File: src/rtl/arm_if_pkg.sv
// Shared definitions for the instruction-fetch stage and the IF/ID pipeline
// register consumed by the decode stage.
package arm_if_pkg;

   localparam int unsigned WORD_W = 32;
   localparam logic [WORD_W-1:0] PC_INC = 32'd4;
   localparam logic [WORD_W-1:0] DEF_NOP_INSTR = 32'h0000_0000;
   localparam logic [WORD_W-1:0] DEF_RESET_PC = 32'h0000_0000;

   // IF/ID bundle: pc holds the captured instruction's address + 4.
   typedef struct packed {
      logic [WORD_W-1:0] pc;
      logic [WORD_W-1:0] instr;
      logic              valid;
   } if_id_t;

   // Word-align a byte address by clearing its two low bits.
   function automatic logic [WORD_W-1:0] word_align(input logic [WORD_W-1:0] adr);
      return adr & ~32'h0000_0003;
   endfunction

endpackage

File: src/rtl/if_fetch_stage_pc_reg.sv
// Program-counter register: synchronous reset to RST_VAL, load-enabled update.
module pc_reg
   import arm_if_pkg::*;
#(
   parameter logic [WORD_W-1:0] RST_VAL = DEF_RESET_PC
) (
   input  logic              clk_i,
   input  logic              rst_i,
   input  logic              load_en_i,
   input  logic [WORD_W-1:0] load_data_i,
   output logic [WORD_W-1:0] pc_o
);

   logic [WORD_W-1:0] pc_q;
   logic [WORD_W-1:0] pc_d;

   // Next value: load when enabled, otherwise hold.
   always_comb begin
      pc_d = pc_q;
      if (load_en_i) begin
         pc_d = load_data_i;
      end
   end

   // Reset has priority over any load.
   always_ff @(posedge clk_i) begin
      if (rst_i) begin
         pc_q <= RST_VAL;
      end else begin
         pc_q <= pc_d;
      end
   end

   assign pc_o = pc_q;

endmodule

File: src/rtl/if_fetch_stage.sv
// Instruction-fetch stage: owns the PC, drives the instruction memory address
// and captures the returned word into the IF/ID register. Handles freeze from
// the hazard unit and branch redirect/flush from EX (branch beats freeze).
// Optional build macro IF_PERF_CNT_EN adds fetch and flush event counters.
module if_fetch_stage
   import arm_if_pkg::*;
#(
   parameter logic [WORD_W-1:0] RESET_PC  = DEF_RESET_PC,
   parameter logic [WORD_W-1:0] NOP_INSTR = DEF_NOP_INSTR
) (
   input  logic              clk,
   input  logic              rst,
   input  logic              freeze,
   input  logic              branch_taken,
   input  logic [WORD_W-1:0] branch_adr,
   output logic [WORD_W-1:0] inst_adr,
   input  logic [WORD_W-1:0] inst_data,
   output logic [WORD_W-1:0] if_pc,
   output logic [WORD_W-1:0] if_instr,
   output logic              if_valid
`ifdef IF_PERF_CNT_EN
   ,
   output logic [WORD_W-1:0] perf_fetch_cnt,
   output logic [WORD_W-1:0] perf_flush_cnt
`endif
);

   logic [WORD_W-1:0] pc_q;
   logic [WORD_W-1:0] pc_inc;
   logic [WORD_W-1:0] pc_load_data;
   logic              pc_load_en;
   logic              advance;
   if_id_t            if_id_q;
   if_id_t            if_id_d;

   // A normal advance happens only when neither redirect nor stall is active.
   assign advance = !branch_taken && !freeze;
   // Wraps naturally modulo 2^32.
   assign pc_inc  = pc_q + PC_INC;

   // Next-PC select: branch target (aligned) or sequential; freeze holds.
   always_comb begin
      pc_load_en   = branch_taken || !freeze;
      pc_load_data = pc_inc;
      if (branch_taken) begin
         pc_load_data = word_align(branch_adr);
      end
   end

   pc_reg #(
      .RST_VAL (word_align(RESET_PC))
   ) u_pc_reg (
      .clk_i       (clk),
      .rst_i       (rst),
      .load_en_i   (pc_load_en),
      .load_data_i (pc_load_data),
      .pc_o        (pc_q)
   );

   // Memory address is the raw PC with no logic in the path.
   assign inst_adr = pc_q;

   // IF/ID next state: flush on branch, capture on advance, else hold.
   always_comb begin
      if_id_d = if_id_q;
      if (branch_taken) begin
         if_id_d.pc    = '0;
         if_id_d.instr = NOP_INSTR;
         if_id_d.valid = 1'b0;
      end else if (!freeze) begin
         if_id_d.pc    = pc_inc;
         if_id_d.instr = inst_data;
         if_id_d.valid = 1'b1;
      end
   end

   // IF/ID register; reset loads an empty slot holding the NOP word.
   always_ff @(posedge clk) begin
      if (rst) begin
         if_id_q.pc    <= '0;
         if_id_q.instr <= NOP_INSTR;
         if_id_q.valid <= 1'b0;
      end else begin
         if_id_q <= if_id_d;
      end
   end

   assign if_pc    = if_id_q.pc;
   assign if_instr = if_id_q.instr;
   assign if_valid = if_id_q.valid;

`ifdef IF_PERF_CNT_EN
   logic [WORD_W-1:0] fetch_cnt_q;
   logic [WORD_W-1:0] fetch_cnt_d;
   logic [WORD_W-1:0] flush_cnt_q;
   logic [WORD_W-1:0] flush_cnt_d;

   // Count advances and redirects; both wrap modulo 2^32.
   always_comb begin
      fetch_cnt_d = fetch_cnt_q;
      flush_cnt_d = flush_cnt_q;
      if (advance) begin
         fetch_cnt_d = fetch_cnt_q + 32'd1;
      end
      if (branch_taken) begin
         flush_cnt_d = flush_cnt_q + 32'd1;
      end
   end

   // Counter registers cleared on reset.
   always_ff @(posedge clk) begin
      if (rst) begin
         fetch_cnt_q <= '0;
         flush_cnt_q <= '0;
      end else begin
         fetch_cnt_q <= fetch_cnt_d;
         flush_cnt_q <= flush_cnt_d;
      end
   end

   assign perf_fetch_cnt = fetch_cnt_q;
   assign perf_flush_cnt = flush_cnt_q;
`endif

endmodule

File: config.mk
export PLATFORM = sky130hd
export DESIGN_NAME = if_fetch_stage
export DESIGN_NICKNAME = d
export VERILOG_FILES = /design/src/rtl/arm_if_pkg.sv /design/src/rtl/if_fetch_stage_pc_reg.sv /design/src/rtl/if_fetch_stage.sv
export SDC_FILE = /design/constraint.sdc
export NUM_CORES = 1
export LEC_CHECK = 0
export BUFFER_PORTS_ARGS = -buffer_cell sky130_fd_sc_hd__buf_2
export CAP_MARGIN = 40
export CORE_MARGIN = 5
export CORE_UTILIZATION = 30
export DETAILED_ROUTE_END_ITERATION = 8
export PLACE_DENSITY_LB_ADDON = 0.2
export SLEW_MARGIN = 25
export SYNTH_ARGS = -nofsm -noshare
export SYNTH_HDL_FRONTEND = slang
export SYNTH_SLANG_ARGS = --single-unit
File: constraint.sdc
create_clock -name clk -period 2.7 [get_ports clk]
set_clock_uncertainty 0.05 [all_clocks]
set_input_delay 0.54 -clock clk [delete_from_list [all_inputs] [get_ports clk]]
set_output_delay 0.54 -clock clk [all_outputs]
set_load 0.05 [all_outputs]
[Word level (Yosys, flattened, before mapping)]
Index checks and enable logic that the tools add are counted.
Word-level totals
  register bits: 97
  logic and storage cells: 9
  bits of input ports: 68
Operators by class
  add/sub/neg operators: 1
  reduce and logical (&&, ||, !) cells: 3
  muxes and demuxes: 1
Operator list (number)
  adder 32 x 3 -> 32 bit (second input constant): 1
  2-to-1 mux 32 bit: 1
  OR reduction 2 bit: 1
  zero test 1 bit: 1
  logical OR 1 bit: 1

[Depth between registers and ports, before layout]
  depth after elaboration: 2
  mapped depth: 7
  gate-level depth less buffers: 5

[Hierarchy]
A second synthesis with hierarchy kept.
Unflattened totals
  cells, all modules: 488
  area, all modules: 4589.4 um^2
By module, submodules not included
  if_fetch_stage: cells each 385, instances 1, seq. area each 1301.2 um^2, area an instance 3425.8 um^2
  pc_reg: cells each 103, instances 1, seq. area each 640.6 um^2, area an instance 1163.6 um^2

[Worst setup path after synthesis]
OpenSTA, ideal clock, no wires.
  path type: reg2reg
  start point: register u_pc_reg.pc_q[2] (netlist: u_pc_reg.pc_o[2])
  end point: register if_id_q, in the netlist if_pc[24]
  path slack: 126 ps
  data required time: 2576 ps
  library setup time: 74 ps
  stages on the path, launching flop included: 7
  clock period less this slack: 2574 ps
  arrival time: 2449 ps
  cells stage by stage: dfxtp_1 -> ha_1 -> nand3_4 -> or4_1 -> buf_2 -> or4_1 -> a31oi_1
Between the ends
  word-level cells in the longest chain between the ends: 1
Ends and longest elaborated chain
  from (decl): line if_fetch_stage_pc_reg.sv:14  | logic [WORD_W-1:0] pc_q;
  from (signal assigned): line if_fetch_stage_pc_reg.sv:30  | pc_q <= pc_d;
  adder 32 x 3 -> 32 bit: line if_fetch_stage.sv:39  | assign pc_inc = pc_q + PC_INC;
  to (signal assigned): line if_fetch_stage.sv:84  | if_id_q <= if_id_d;
  to (decl): line if_fetch_stage.sv:33  | if_id_t if_id_q;
Every way passes these cells.
A chain may end at the register's enable or synchronous reset.

[Final worst setup path]
  start point: register u_pc_reg.pc_q[6] (netlist: u_pc_reg.pc_o[6])
  end point: register if_id_q, in the netlist if_pc[24]
Same word-level chain as after synthesis.

==> impl_metrics.csv <==
group,metric,value,unit
sta,finalCritPeriodShare,88.0,%
sta,tightest_slew,0.810,ns
power_and_ir_drop,vdd.ir_drop.worst,499,µV
critical_path,reg2regPathDepth,4,
sta,hold_viol,0,
die,die_area,17500,µm²
finish,final_area,5810,µm²
clock_tree,cts_num_sinks,93,
yosys,ys_types,46,
global_routing,grt_max_degree,30,
flow_run,drv_cap,0,
route,first_pass_iters,4,
critical_path,arrival,2.59,ns
yosys,synth_top_area_share,41.4,%
clock_tree,postCtsSetupRepairBufs,0,
critical_path,required,2.92,ns
worst_hold_path,whs_path_depth,3,
yosys,synth_top_area_cell,"dfxtp_1",
yosys,ys_seq_area_share,41.4,%
run_status,status,"finished clean",
route,drt-initial-drc-count,303,
die,die_x,132,µm
yosys,yosys_warnings,0,
yosys,synthArstFlopShare,0,%
route,vias,4528,
worst_hold_path,hold_path_class,"in2reg",
worst_hold_path,min_from,"inst_data[30]",
yosys,ys_top_cells_by_count,"93 x dfxtp_1, 62 x nor2_1, 41 x clkbuf_1, 34 x mux2i_1, 33 x o21ai_0",
finish,final_layout_size_suffix_gt1_share,29.7,%
placed_design,place_area,5510,µm²
sta,fmax,421,MHz
finish,fillerInstances,1476,
die,coreArea,14600,µm²
yosys,netlist_area,4490,µm²
power_and_ir_drop,cellPowerDensity,593,nW/µm²
critical_path,critPathLaunchType,"flop",
yosys,synth_ff_type,"dfxtp_1",
power_and_ir_drop,p_leak,2.51,nW
critical_path,cp_num_buf_inv,0,
finish,layout.nets,745,
route,wl,14900,µm
critical_path,critical_path.max_stage_delay,0.72,ns
route,viasPerCell,5.25,
yosys,synth-seq-cells,93,
worst_hold_path,min_to,"if_instr[30]",
sta,drv_slew,0,
sta,layout_min_cycle_time,2.37,ns
clock_tree,clockBufferDepth,2,
finish,final-seq-area,1860,µm²
clock_tree,cts_hold_buf,0,
clock_tree,cts_tree,"done",
power_and_ir_drop,total_power,3.45,mW
die,dieHeight,132,µm
clock_tree,clock_latency,0.35,ns
critical_path,cp_cell_sequence,"nand3_1 > or4_1 > or4_1 > a31oi_1",
sta,setup_violations,0,
critical_path,reg2reg_from,"u_pc_reg.pc_o[6]",
critical_path,cp_common_cell,"or4_1",
critical_path,r2r-end,"if_pc[24]",
route,drcViolationCount,0,
global_routing,grt_pass1_vias,4557,
route,antenna_left,0,
finish,multiInputGateArea,2370,µm²
yosys,netlist_instances,534,
yosys,synth_edf_count,0,
global_routing,grt.total_usage,16.8,%
sta,fin_tns_setup,0,ns
placed_design,port-buffer-count,158,
finish,diodes,0,
placed_design,place_congestion,0.855,
placed_design,hpwl,11100,µm
die,boundaryPins,165,
die,start_util,30.8,%
critical_path,r2r_setup_slack,0.33,ns
yosys,synthTopCellsByArea,"dfxtp_1 41%, mux2i_1 7.6%, nor2_1 5.2%",
yosys,yosysMostFrequentCell,"dfxtp_1",
clock_tree,root_buffer,"clkbuf_16",
global_routing,grt.overflow.total,0,
clock_tree,cts-buffers-inserted,9,
critical_path,cp_max_fo,8,
critical_path,endpoint_kind,"flop",
sta,slew_headroom,46.0,%
die,rows,44,
route,wl_per_cell,17.3,µm
critical_path,cpLargestDelayFamily,"simple AND/OR/NAND/NOR gates",
clock_tree,path_clk_slew,0.07,ns
yosys,avgSynthCellArea,8.42,µm²
global_routing,grt_first_pass_wirelength,23900,µm
critical_path,crit_type,"reg2reg",
global_routing,grt_antenna_before_repair,2,
clock_tree,cts_resized,0,
sta,rsz0062_at_grt,"false",
critical_path,critPathSlowestCell,"or4_1",
finish,synthToLayoutAreaGrowth,29.3,%
clock_tree,cts_max_level,3,
## through the flow
step           worst slack [ns]  util, %  hold slack [ns]  cells
2_1_floorplan             0.126        -            0.634    537
3_3_place_gp              0.373     37.8            0.384    849
3_5_place_dp              0.299     37.8            0.391    849
4_1_cts                   0.273     39.8            0.360    863
5_1_grt                   0.100     39.8            0.366    863
6_report                  0.325     39.8            0.369    863
## worst reg2reg max path: cells and delay by family (launching register included)
family             cells  cell delay [ns]
and+or+nand+nor        3             1.61
DFF                    1             0.47
AOI/OAI and AO/OA      1             0.17
## area by class of cell
type                    count  share of cell area (%)
multi-input cells         376                    40.7
well taps                 184                    3.96
clock buffers               9                    3.88
repair buffers            182                    17.1
flip-flops and latches     93                    32.0
inverters                  14                   0.904
clock inverters             5                    1.34
## worst max path at each step
stage,start,slack (ns),endpoint,cells past startpoint
after global routing,u_pc_reg.pc_o[6],0.10,u_pc_reg.pc_o[31],5
after global placement,u_pc_reg.pc_o[2],0.37,if_pc[22],5
after CTS,u_pc_reg.pc_o[2],0.27,if_pc[24],5
after floorplan,u_pc_reg.pc_o[2],0.13,if_pc[24],6
final,u_pc_reg.pc_o[6],0.33,if_pc[24],4
after detailed placement,u_pc_reg.pc_o[2],0.30,if_pc[24],5
## state kept, by name (all words and copies together) (netlist names)
name and cells:
if_instr 32, u_pc_reg.pc_o 30, if_pc 30, if_valid 1
## kinds of logic after synthesis
logic type	share of synthesized area [%]
simple gates	23.5
compound gates	17.1
flops	41.4
buf+inv	6.15
mux	7.57
xor+xnor	3.90
fa+ha+maj	0.278
other cells	0.0834
## metal layers
layer	GRT usage, %	vias up	wire [µm]
li1	-	2221	-
met1	20.2	2102	6320
met2	26.3	176	6750
met3	7.14	25	1460
met4	6.56	4	378
met5	0	-	25
## cells in the final DEF, fill, tap and decap left out, drive strengths merged, types with 9 or more instances in the layout
cell	netlist	layout
nor2	62	62
mux2i	34	34
dfxtp	93	93
nand2	31	31
and4	11	11
clkbuf	41	9
xnor2	17	17
o21ai	33	33
inv	14	14
a21oi	25	25
nand4	10	10
nand3	12	12
a311oi	10	10
a211oi	21	21
nor3	20	20
or4	9	9
buf	13	182
nor4	19	19
## power by group
group	total [mW]	switching [mW]	leakage, nW	internal [mW]
registers	1.51	0.0738	0.763	1.44
logic	0.608	0.429	1.60	0.179
clock network	1.33	0.531	0.147	0.797
total	3.45	1.03	2.51	2.41
Note: power is estimated with default switching activity, not from simulation.
